==> src/rtl/serial_tx_shifter.sv <==
// Parallel-to-serial frame transmitter: start(0), DATA_W bits LSB first, [parity], stop(1).
// Define SERIAL_TX_PARITY_EN to insert an even-parity bit between data and stop.
//
// state  | meaning
// IDLE   | line high, ready for a load
// START  | start bit (0)
// DATA   | payload bits, LSB first
// PARITY | even parity of latched word (SERIAL_TX_PARITY_EN only)
// STOP   | stop bit (1), done on its last cycle
module serial_tx_shifter #(
  parameter int DATA_W       = 8,
  parameter int CLKS_PER_BIT = 4
) (
  input  logic              clk,
  input  logic              reset,
  input  logic [DATA_W-1:0] data_in,
  input  logic              load,
  output logic              ready,
  output logic              tx,
  output logic              busy,
  output logic              done
);

  localparam int CW = (CLKS_PER_BIT > 1) ? $clog2(CLKS_PER_BIT) : 1;
  localparam int BW = (DATA_W > 1) ? $clog2(DATA_W) : 1;
  localparam logic [CW-1:0] BAUD_LAST = CW'(CLKS_PER_BIT - 1);
  localparam logic [BW-1:0] BIT_LAST  = BW'(DATA_W - 1);

  typedef enum logic [2:0] {
    IDLE   = 3'd0,
    START  = 3'd1,
    DATA   = 3'd2,
    STOP   = 3'd3
`ifdef SERIAL_TX_PARITY_EN
    ,PARITY = 3'd4
`endif
  } state_t;

  state_t            state_q, state_d;
  logic [DATA_W-1:0] shift_q, shift_d;
  logic [BW-1:0]     bit_q, bit_d;
  logic [CW-1:0]     baud_q, baud_d;
  logic              tx_q, tx_d;
  logic              bit_end;
  logic              accept;
`ifdef SERIAL_TX_PARITY_EN
  logic              parity_q;
`endif

  assign bit_end = (baud_q == BAUD_LAST);

  always_comb begin
    state_d = state_q;
    shift_d = shift_q;
    bit_d   = bit_q;
    baud_d  = baud_q;
    accept  = 1'b0;
    tx_d    = 1'b1;

    if (state_q != IDLE) begin
      baud_d = bit_end ? '0 : baud_q + CW'(1);
    end

    case (state_q)
      IDLE: begin
        if (load) begin
          accept  = 1'b1;
          state_d = START;
          shift_d = data_in;
          bit_d   = '0;
          baud_d  = '0;
        end
      end
      START: if (bit_end) state_d = DATA;
      DATA: begin
        if (bit_end) begin
          shift_d = shift_q >> 1;
          if (bit_q == BIT_LAST) begin
            bit_d = '0;
`ifdef SERIAL_TX_PARITY_EN
            state_d = PARITY;
`else
            state_d = STOP;
`endif
          end else begin
            bit_d = bit_q + BW'(1);
          end
        end
      end
`ifdef SERIAL_TX_PARITY_EN
      PARITY: if (bit_end) state_d = STOP;
`endif
      STOP: if (bit_end) state_d = IDLE;
      default: state_d = IDLE;
    endcase

    // tx is registered from the next state so the pin never glitches
    case (state_d)
      START:   tx_d = 1'b0;
      DATA:    tx_d = shift_d[0];
`ifdef SERIAL_TX_PARITY_EN
      PARITY:  tx_d = parity_q;
`endif
      default: tx_d = 1'b1;
    endcase
  end

  always_ff @(posedge clk) begin
    if (reset) begin
      state_q <= IDLE;
      shift_q <= '0;
      bit_q   <= '0;
      baud_q  <= '0;
      tx_q    <= 1'b1;
    end else begin
      state_q <= state_d;
      shift_q <= shift_d;
      bit_q   <= bit_d;
      baud_q  <= baud_d;
      tx_q    <= tx_d;
    end
  end

`ifdef SERIAL_TX_PARITY_EN
  always_ff @(posedge clk) begin
    if (reset)       parity_q <= 1'b0;
    else if (accept) parity_q <= ^data_in;
  end
`endif

  assign tx    = tx_q;
  assign ready = (state_q == IDLE);
  assign busy  = (state_q != IDLE);
  assign done  = (state_q == STOP) && bit_end;

endmodule
==> config.mk <==
export PLATFORM = sky130hd
export DESIGN_NAME = serial_tx_shifter
export DESIGN_NICKNAME = d
export VERILOG_FILES = /design/src/rtl/serial_tx_shifter.sv
export SDC_FILE = /design/constraint.sdc
export NUM_CORES = 1
export LEC_CHECK = 0
export CAP_MARGIN = 20
export CORE_MARGIN = 2
export CORE_UTILIZATION = 50
export CTS_BUF_LIST = sky130_fd_sc_hd__clkbuf_8
export CTS_CLUSTER_DIAMETER = 30
export DETAILED_ROUTE_END_ITERATION = 10
export PLACE_DENSITY = 0.88
export SYNTH_ARGS = -nofsm -noshare
export SYNTH_HDL_FRONTEND = slang
export SYNTH_SLANG_ARGS = --single-unit
==> constraint.sdc <==
create_clock -name clk -period 3.69 [get_ports clk]
set_input_delay 0.369 -clock clk [delete_from_list [all_inputs] [get_ports clk]]
set_output_delay 0.369 -clock clk [all_outputs]
set_load 0.02 [all_outputs]
==> results of run 1 <==
-- metal layers --
layer / vias to the layer above / GRT usage [%]
met4: 0 / 10.9
met5: - / 0
li1: 353 / -
met3: 5 / 3.75
met1: 323 / 25.4
met2: 22 / 25.9
-- registers in the layout (all words and copies together), names as in the netlist --
signal and flops:
tx 1, shift_q 8, state_q 3, bit_q 3, baud_q 2
-- worst reg2reg max path, delay by kind of cell (launching register included) --
family	cells	cell delay, ps
AOI/OAI and AO/OA	2	630
DFF	1	320
adders and majority gates	1	310
buffers and inverters	1	180
and+or+nand+nor	1	170
-- path summary, 6_finish.rpt --
check                           from                 endpoint  slack (ps)  cells past startpoint
max reg2reg     baud_q[0]$_SDFF_PP0_            tx$_SDFF_PP1_        2030                      5
min reg2reg  shift_q[3]$_SDFFE_PP0P_  shift_q[3]$_SDFFE_PP0P_         460                      2
max            state_q[0]$_SDFF_PP0_                    ready        1500                      4
min          shift_q[3]$_SDFFE_PP0P_  shift_q[3]$_SDFFE_PP0P_         460                      2
-- cells in the final DEF, fill, tap and decap left out --
master,n
dfxtp_1,17
clkdlybuf4s50_1,14
nand2_1,13
a21oi_1,12
nor2_1,7
a22oi_1,7
inv_1,6
nand4_1,3
ha_1,3
clkbuf_8,3
o21ai_0,2
nand3_1,2
nor3_1,2
and4b_2,1
nor4b_4,1
nor4bb_1,1
nor2_2,1
or4b_1,1
o21ai_1,1
a222oi_1,1
nor2b_1,1
a211oi_1,1
o32a_1,1
a31oi_1,1
xnor2_1,1
buf_4,1
conb_1,1
-- power by group through the flow --
stage	registers, mW	logic, mW	clock network, mW
floorplan	0.200	0.0259	0
global placement	0.201	0.0430	0
detailed placement	0.202	0.0439	0
CTS	0.198	0.0445	0.134
global route	0.199	0.0492	0.142
finish	0.198	0.0445	0.132
-- kinds of logic after synthesis --
logic type      share of synthesized area [%]
xor+xnor                                 1.10
simple gates                             22.8
compound gates                           20.3
other cells                             0.472
buf+inv                                  7.72
flops                                    42.8
fa+ha+maj                                4.72
-- stage by stage --
stage | total power [mW] | hold WS [ps] | cells | utilization, %
global route | 0.390 | 479 | 121 | 64.0
CTS | 0.376 | 462 | 121 | 64.0
detailed placement | 0.245 | 454 | 117 | 61.0
finish | 0.374 | 459 | 121 | 64.0
global placement | 0.244 | 449 | 117 | 61.0
floorplan | 0.226 | 430 | 91 | -
-- area by class of cell --
class / count / area share [%]
sequential: 17 / 35.3
multi-input combinational: 64 / 40.7
inverter: 5 / 1.95
tap: 16 / 2.08
clock inverter: 1 / 0.389
clock buffer: 3 / 4.28
timing repair buffer: 15 / 15.3
==> results.cfg, run 1 <==
[synth]
yosys_warnings = 0
synth_edf_count = 0
synth_cell_types = 27
synth_nets = 105
synth.avg_cell_area_um2 = 8.73
ys_seq_area_share_pct = 42.8
async_flop_share_pct = 0
netlist.area_leader.share_pct = 42.8
yosys-top-cells-area = dfxtp_1 43%, a21oi_1 7.6%, a22oi_1 6.6%
synthCells = 91
synthTopCellsByCount = 17 x dfxtp_1, 13 x nand2_1, 12 x a21oi_1
synth_area_um2 = 795
synth_top_flop_cell = dfxtp_1
ys_ff_latch = 17
yosysTopAreaCell = dfxtp_1
yosysMostFrequentCell = dfxtp_1

[clocking]
clock-root-buffer = clkbuf_8
cts-hold-fix-buffers = 0
clock_latency_ps = 250
cts_tree = built
cts_buffer_depth = 2
h-tree-depth = 1
clkTransAtPathRegs_ps = 60
post_cts_buffers = 0
cts_resized = 0
cts_inserted_buffers = 3
cts.sinks = 17

[timing]
final_max_slew_viol_count = 0
tightest_slew_ps = 542
hold_viol_final = 0
rsz0062_at_grt = no
final.setup.tns_ps = 0
postLayoutSetupSlackWorst_ps = 1500
post-route-period-util_pct = 59.3
fin_crit_ps = 2190
setup_viol = 0
fin_skew_ps = 1.64
relSlewSlack_pct = 63.8
fmax_mhz = 457

[critical_path]
crit_fanout = 9
worstPathCellList = nor2_1, nand2_1, inv_1, clkdlybuf4s50_1
crit_arrival_ps = 1820
cp.required_ps = 3320
critPathBufInv = 2
critPathTopFamily = buffers and inverters
end_kind = output pin
setup.worst_path.start_class = register
critPathMaxStageDelay_ps = 610
worstSetupPathType = reg2out
crit_path_top_delay_cell = clkdlybuf4s50_1

[floorplanning]
dieHeight_um = 43.9
coreArea_mm2 = 0.00151
start_util_pct = 52.7
std_cell_rows = 14
fp.dieW_um = 43.9
io_pins = 15
die_area_mm2 = 0.00192

[final_layout]
multiInputGateArea_um2 = 393
antenna_cells = 0
drive_above_1_share_pct = 6.67
final_design_area_no_fill_um2 = 965
regArea_um2 = 340
fin_nets = 120
area_growth_pct = 21.4
fillers = 124

[routing]
vias_per_cell = 5.81
num_vias = 703
top_layer = met4
wirelength_mm = 1.55
drcViolationCount = 0
post_drt_wl_per_cell_um = 12.8
antenna_left = 0
wl_met2_um = 678
wl_met3_um = 106
dr.first_iter.drc_count = 33
drtPass1Iterations = 4
met1_length_um = 732

[power]
p_leak_nw = 0.365
swShare_pct = 22.9
power_density_mw_per_mm2 = 388
p_seq_share_pct = 52.8
pwr-share-clk_pct = 35.3
combPwrFrac_pct = 11.9
internal_power_uw = 289
p_switching_uw = 85.7
peakVddDrop_v = 0.000262

[placed_design]
pre_cts_slack_ps = 1750
hpwl_mm = 1.06
placed_area_um2 = 920
place_congestion = 0.762
io_buffer_count = 14

[status]
status = complete, no violations

[grt]
grt_antenna_before_repair = 0
grt_pass1_wl_mm = 2.56
grt_pass1_vias = 599
grt-ovfl-total = 0
track_usage_pct = 18.3
grt_max_degree = 16

[min_path]
hold_class = reg2reg

[job]
maxCapViolCount = 0
(Power assumes the default switching activity.)
==> inputs of run 2 (changes only) <==
CORE_UTILIZATION = 47   (was 50)
PLACE_DENSITY = 0.87   (was 0.88)
clock period = 2 ns   (was 3.69 ns; I/O delays follow)
==> results.cfg, run 2 (synthesized netlist as in run 1, its figures left out) <==
[routing]
wirelength_mm = 1.74
dr.first_iter.drc_count = 27
num_vias = 711
antenna_left = 0
vias_per_cell = 5.73
post_drt_wl_per_cell_um = 14.0
drtPass1Iterations = 5
drcViolationCount = 0

[placed_design]
hpwl_mm = 1.27
dp_cells = 120
placed_area_um2 = 942
io_buffer_count = 14
place_congestion = 0.799
pre_cts_slack_ps = 256

[timing]
fin_crit_ps = 1820
setup_viol = 0
fmax_mhz = 549
post-route-period-util_pct = 91.1
postLayoutSetupSlackWorst_ps = 177
hold_viol_final = 0
final_max_slew_viol_count = 0
fin_skew_ps = 6.96
final.setup.tns_ps = 0
rsz0062_at_grt = no

[critical_path]
critPathBufInv = 1
worstPathCellList = nor2_1, nand2_1, clkdlybuf4s50_1
crit_path_top_delay_cell = clkdlybuf4s50_1
setup.worst_path.start_class = register
worstSetupPathType = reg2out
critPathMaxStageDelay_ps = 620
crit_fanout = 9
end_kind = output pin
critPathTopFamily = buffers and inverters
crit_arrival_ps = 1620
cp.required_ps = 1800

[clocking]
cts_buffer_depth = 2
post_cts_buffers = 0
cts.sinks = 17
clock_latency_ps = 250
clkTransAtPathRegs_ps = 70
cts_inserted_buffers = 3
clock-root-buffer = clkbuf_8
cts_tree = built
cts-hold-fix-buffers = 0
h-tree-depth = 1

[floorplanning]
dieHeight_um = 45.1
fp.dieW_um = 45.1
start_util_pct = 51.5
std_cell_rows = 14
coreArea_mm2 = 0.00154
io_pins = 15
die_area_mm2 = 0.00204

[final_layout]
drive_above_1_share_pct = 11.1
largest_register_ffs = 8
antenna_cells = 0
final_design_area_no_fill_um2 = 996
fillers = 124
fin_nets = 123
final_common_cell = dfxtp_1
largestRegisters = shift_q (8), bit_q (3), state_q (3)
regMostFlops = shift_q
finalNonFillerCells = 124
area_growth_pct = 25.4
multiInputGateArea_um2 = 395
final_cell_mix = 16 x dfxtp_1, 13 x nand2_1, 12 x a21oi_1, 12 x clkdlybuf4s50_1
regArea_um2 = 342
fin_util_pct = 64.6

[grt]
grt-ovfl-total = 0
grt_pass1_vias = 696
grt_pass1_wl_mm = 2.84
grt_max_degree = 15
grt_antenna_before_repair = 0
track_usage_pct = 19.7

[min_path]
hold_class = reg2reg

[power]
power_density_mw_per_mm2 = 703
peakVddDrop_v = 0.000402
p_leak_nw = 0.408

[status]
status = complete, no violations

[job]
maxCapViolCount = 0
## run 2: worst min-delay path, cell delays in order, from the launching register on
cell	delay, ps
dfxtp_1	310
nand2_1	50
a21oi_1	50
## run 2: metrics by stage
| step | power (mW) | hold slack, ps |
|---|---|---|
| floorplan | 0.417 | 269 |
| global placement | 0.456 | 443 |
| detailed placement | 0.460 | 449 |
| CTS | 0.706 | 458 |
| global route | 0.729 | 477 |
| finish | 0.700 | 458 |
## run 2: worst paths after layout
check / from / end / slack (ps) / cells after the start
worst max-delay path: state_q[0]$_SDFF_PP0_ / busy / 180 / 3
worst min-delay path: shift_q[5]$_SDFFE_PP0P_ / shift_q[5]$_SDFFE_PP0P_ / 460 / 2
worst max register to register: baud_q[0]$_SDFF_PP0_ / shift_q[7]$_SDFFE_PP0P_ / 450 / 6
worst min register to register: shift_q[5]$_SDFFE_PP0P_ / shift_q[5]$_SDFFE_PP0P_ / 460 / 2
## run 2: repair_timing
action | CTS | global route
gates resized for setup | 1 | 3
pin swaps | 0 | 0
setup endpoints to repair | 1 | 3
hold endpoints to repair | 0 | 0
## run 2: layout make-up
cell class / instances / area share (%)
Multi-Input combinational cell: 64 / 39.7
Sequential cell: 17 / 34.3
Timing Repair Buffer: 18 / 17.6
Clock buffer: 3 / 4.15
Tap cell: 16 / 2.01
Inverter: 5 / 1.88
Clock inverter: 1 / 0.377
## run 2: power breakdown
group / leakage (nW) / internal (mW) / total (mW) / switching (mW)
clock: 0.0269 / 0.136 / 0.247 / 0.111
sequential: 0.140 / 0.353 / 0.365 / 0.0121
combinational: 0.241 / 0.0476 / 0.0881 / 0.0405
total: 0.408 / 0.537 / 0.700 / 0.164
## run 2: metal layers
metal	track usage, %	wire, µm	part of all wire (%)	vias up
met1	23.0	682	39	330
li1	-	-	-	358
met3	5.60	71	4.1	4
met5	0	0	0	-
met2	31.7	963	55	19
met4	12.4	20	1.2	0
==> inputs of run 3 (changes only) <==
CAP_MARGIN = not set   (was 20)
CORE_UTILIZATION = 44   (was 47)
CTS_BUF_LIST = not set   (was sky130_fd_sc_hd__clkbuf_8)
PLACE_DENSITY = 0.83   (was 0.87)
TNS_END_PERCENT = 5   (was not set)
==> results.cfg, run 3 (synthesized netlist as in run 1, its figures left out) <==
[final_layout]
regArea_um2 = 342
final_common_cell = dfxtp_1
largest_register_ffs = 8
multiInputGateArea_um2 = 395
antenna_cells = 0
final_cell_mix = 16 x dfxtp_1, 13 x nand2_1, 12 x a21oi_1, 12 x clkdlybuf4s50_1
area_growth_pct = 24.1
regMostFlops = shift_q
fin_nets = 123
largestRegisters = shift_q (8), bit_q (3), state_q (3)
fillers = 144
drive_above_1_share_pct = 12.0
fin_util_pct = 57.7

[floorplanning]
coreArea_mm2 = 0.00171
start_util_pct = 46.5
fp.dieW_um = 46.5
std_cell_rows = 15
io_pins = 15
die_area_mm2 = 0.00216
dieHeight_um = 46.5

[timing]
postLayoutSetupSlackWorst_ps = 110
hold_viol_final = 0
fin_skew_ps = 2.08
setup_viol = 0
final.setup.tns_ps = 0
fmax_mhz = 529
final_max_slew_viol_count = 0
post-route-period-util_pct = 94.5
fin_crit_ps = 1890
rsz0062_at_grt = no

[clocking]
cts_inserted_buffers = 3
h-tree-depth = 1
cts_resized = 3
clkTransAtPathRegs_ps = 100
cts.sinks = 17
clock_latency_ps = 290
post_cts_buffers = 0
cts_tree = built
clock-root-buffer = clkbuf_4
cts_buffer_depth = 2
cts-hold-fix-buffers = 0

[grt]
grt_max_degree = 15
grt_pass1_vias = 607
grt_antenna_before_repair = 0
grt-ovfl-total = 0
track_usage_pct = 18.8
grt_pass1_wl_mm = 2.73

[power]
p_switching_uw = 166
p_leak_nw = 0.384
fin_total_pwr_uw = 641
power_density_mw_per_mm2 = 650
internal_power_uw = 475
pwr-share-clk_pct = 29.3
peakVddDrop_v = 0.000330
p_seq_share_pct = 56.9
combPwrFrac_pct = 13.8
swShare_pct = 25.9

[status]
status = complete, no violations

[routing]
wl_met2_um = 868
dr.first_iter.drc_count = 32
met1_length_um = 767
num_vias = 728
drtPass1Iterations = 4
top_layer = met4
antenna_left = 0
wl_met3_um = 76
post_drt_wl_per_cell_um = 13.4
drcViolationCount = 0
vias_per_cell = 5.47
wirelength_mm = 1.78

[placed_design]
io_buffer_count = 14
pre_cts_slack_ps = 204
place_congestion = 0.800
hpwl_mm = 1.22

[job]
maxCapViolCount = 0

[critical_path]
crit_fanout = 9
setup.worst_path.start_class = register
end_kind = output pin
crit_arrival_ps = 1690
cp.required_ps = 1800
critPathMaxStageDelay_ps = 620
crit_path_top_delay_cell = clkdlybuf4s50_1
worstSetupPathType = reg2out
worstPathCellList = nor2_1, nand2_1, clkdlybuf4s50_1

[min_path]
hold_class = reg2reg
## run 3: final cells by class
type,count,area share [%]
multi-input combinational,64,40.1
clock inverter,1,0.508
inverter,5,1.90
clock buffer,3,2.28
timing repair buffer,18,17.4
sequential,17,34.6
tap,25,3.17
## run 3: worst paths after layout
kind / start / endpoint / slack [ps] / depth (start not counted)
min reg2reg: shift_q[3]$_SDFFE_PP0P_ / shift_q[3]$_SDFFE_PP0P_ / 460 / 2
min: shift_q[3]$_SDFFE_PP0P_ / shift_q[3]$_SDFFE_PP0P_ / 460 / 2
max reg2reg: baud_q[0]$_SDFF_PP0_ / shift_q[4]$_SDFFE_PP0P_ / 450 / 6
max: state_q[0]$_SDFF_PP0_ / busy / 110 / 3
## run 3: worst max-delay path, delay by kind of cell (launching register included)
kind	cells	cell delay [ps]
flip-flops	1	530
AND/OR/NAND/NOR	2	240
buffers and inverters	1	620
## run 3: power groups by stage
stage	Combinational, mW	Clock [mW]	Sequential (mW)
2_1_floorplan	0.0479	0	0.369
3_3_place_gp	0.0845	0	0.371
3_5_place_dp	0.0879	0	0.372
4_1_cts	0.0887	0.189	0.364
5_1_grt	0.0965	0.205	0.366
6_report	0.0884	0.188	0.364
## run 3: per-stage QoR
step           hold WS [ps]  instances  instance area [µm²]
2_1_floorplan           269         91                  795
3_3_place_gp            442        129                  953
3_5_place_dp            448        129                  953
4_1_cts                 462        133                  983
5_1_grt                 485        133                  986
6_report                460        133                  986
## run 3: layer usage
metal	global-route usage, %	vias up
met5	0	-
met4	13.7	0
met3	2.75	7
met2	30.6	24
met1	22.1	338
li1	-	359
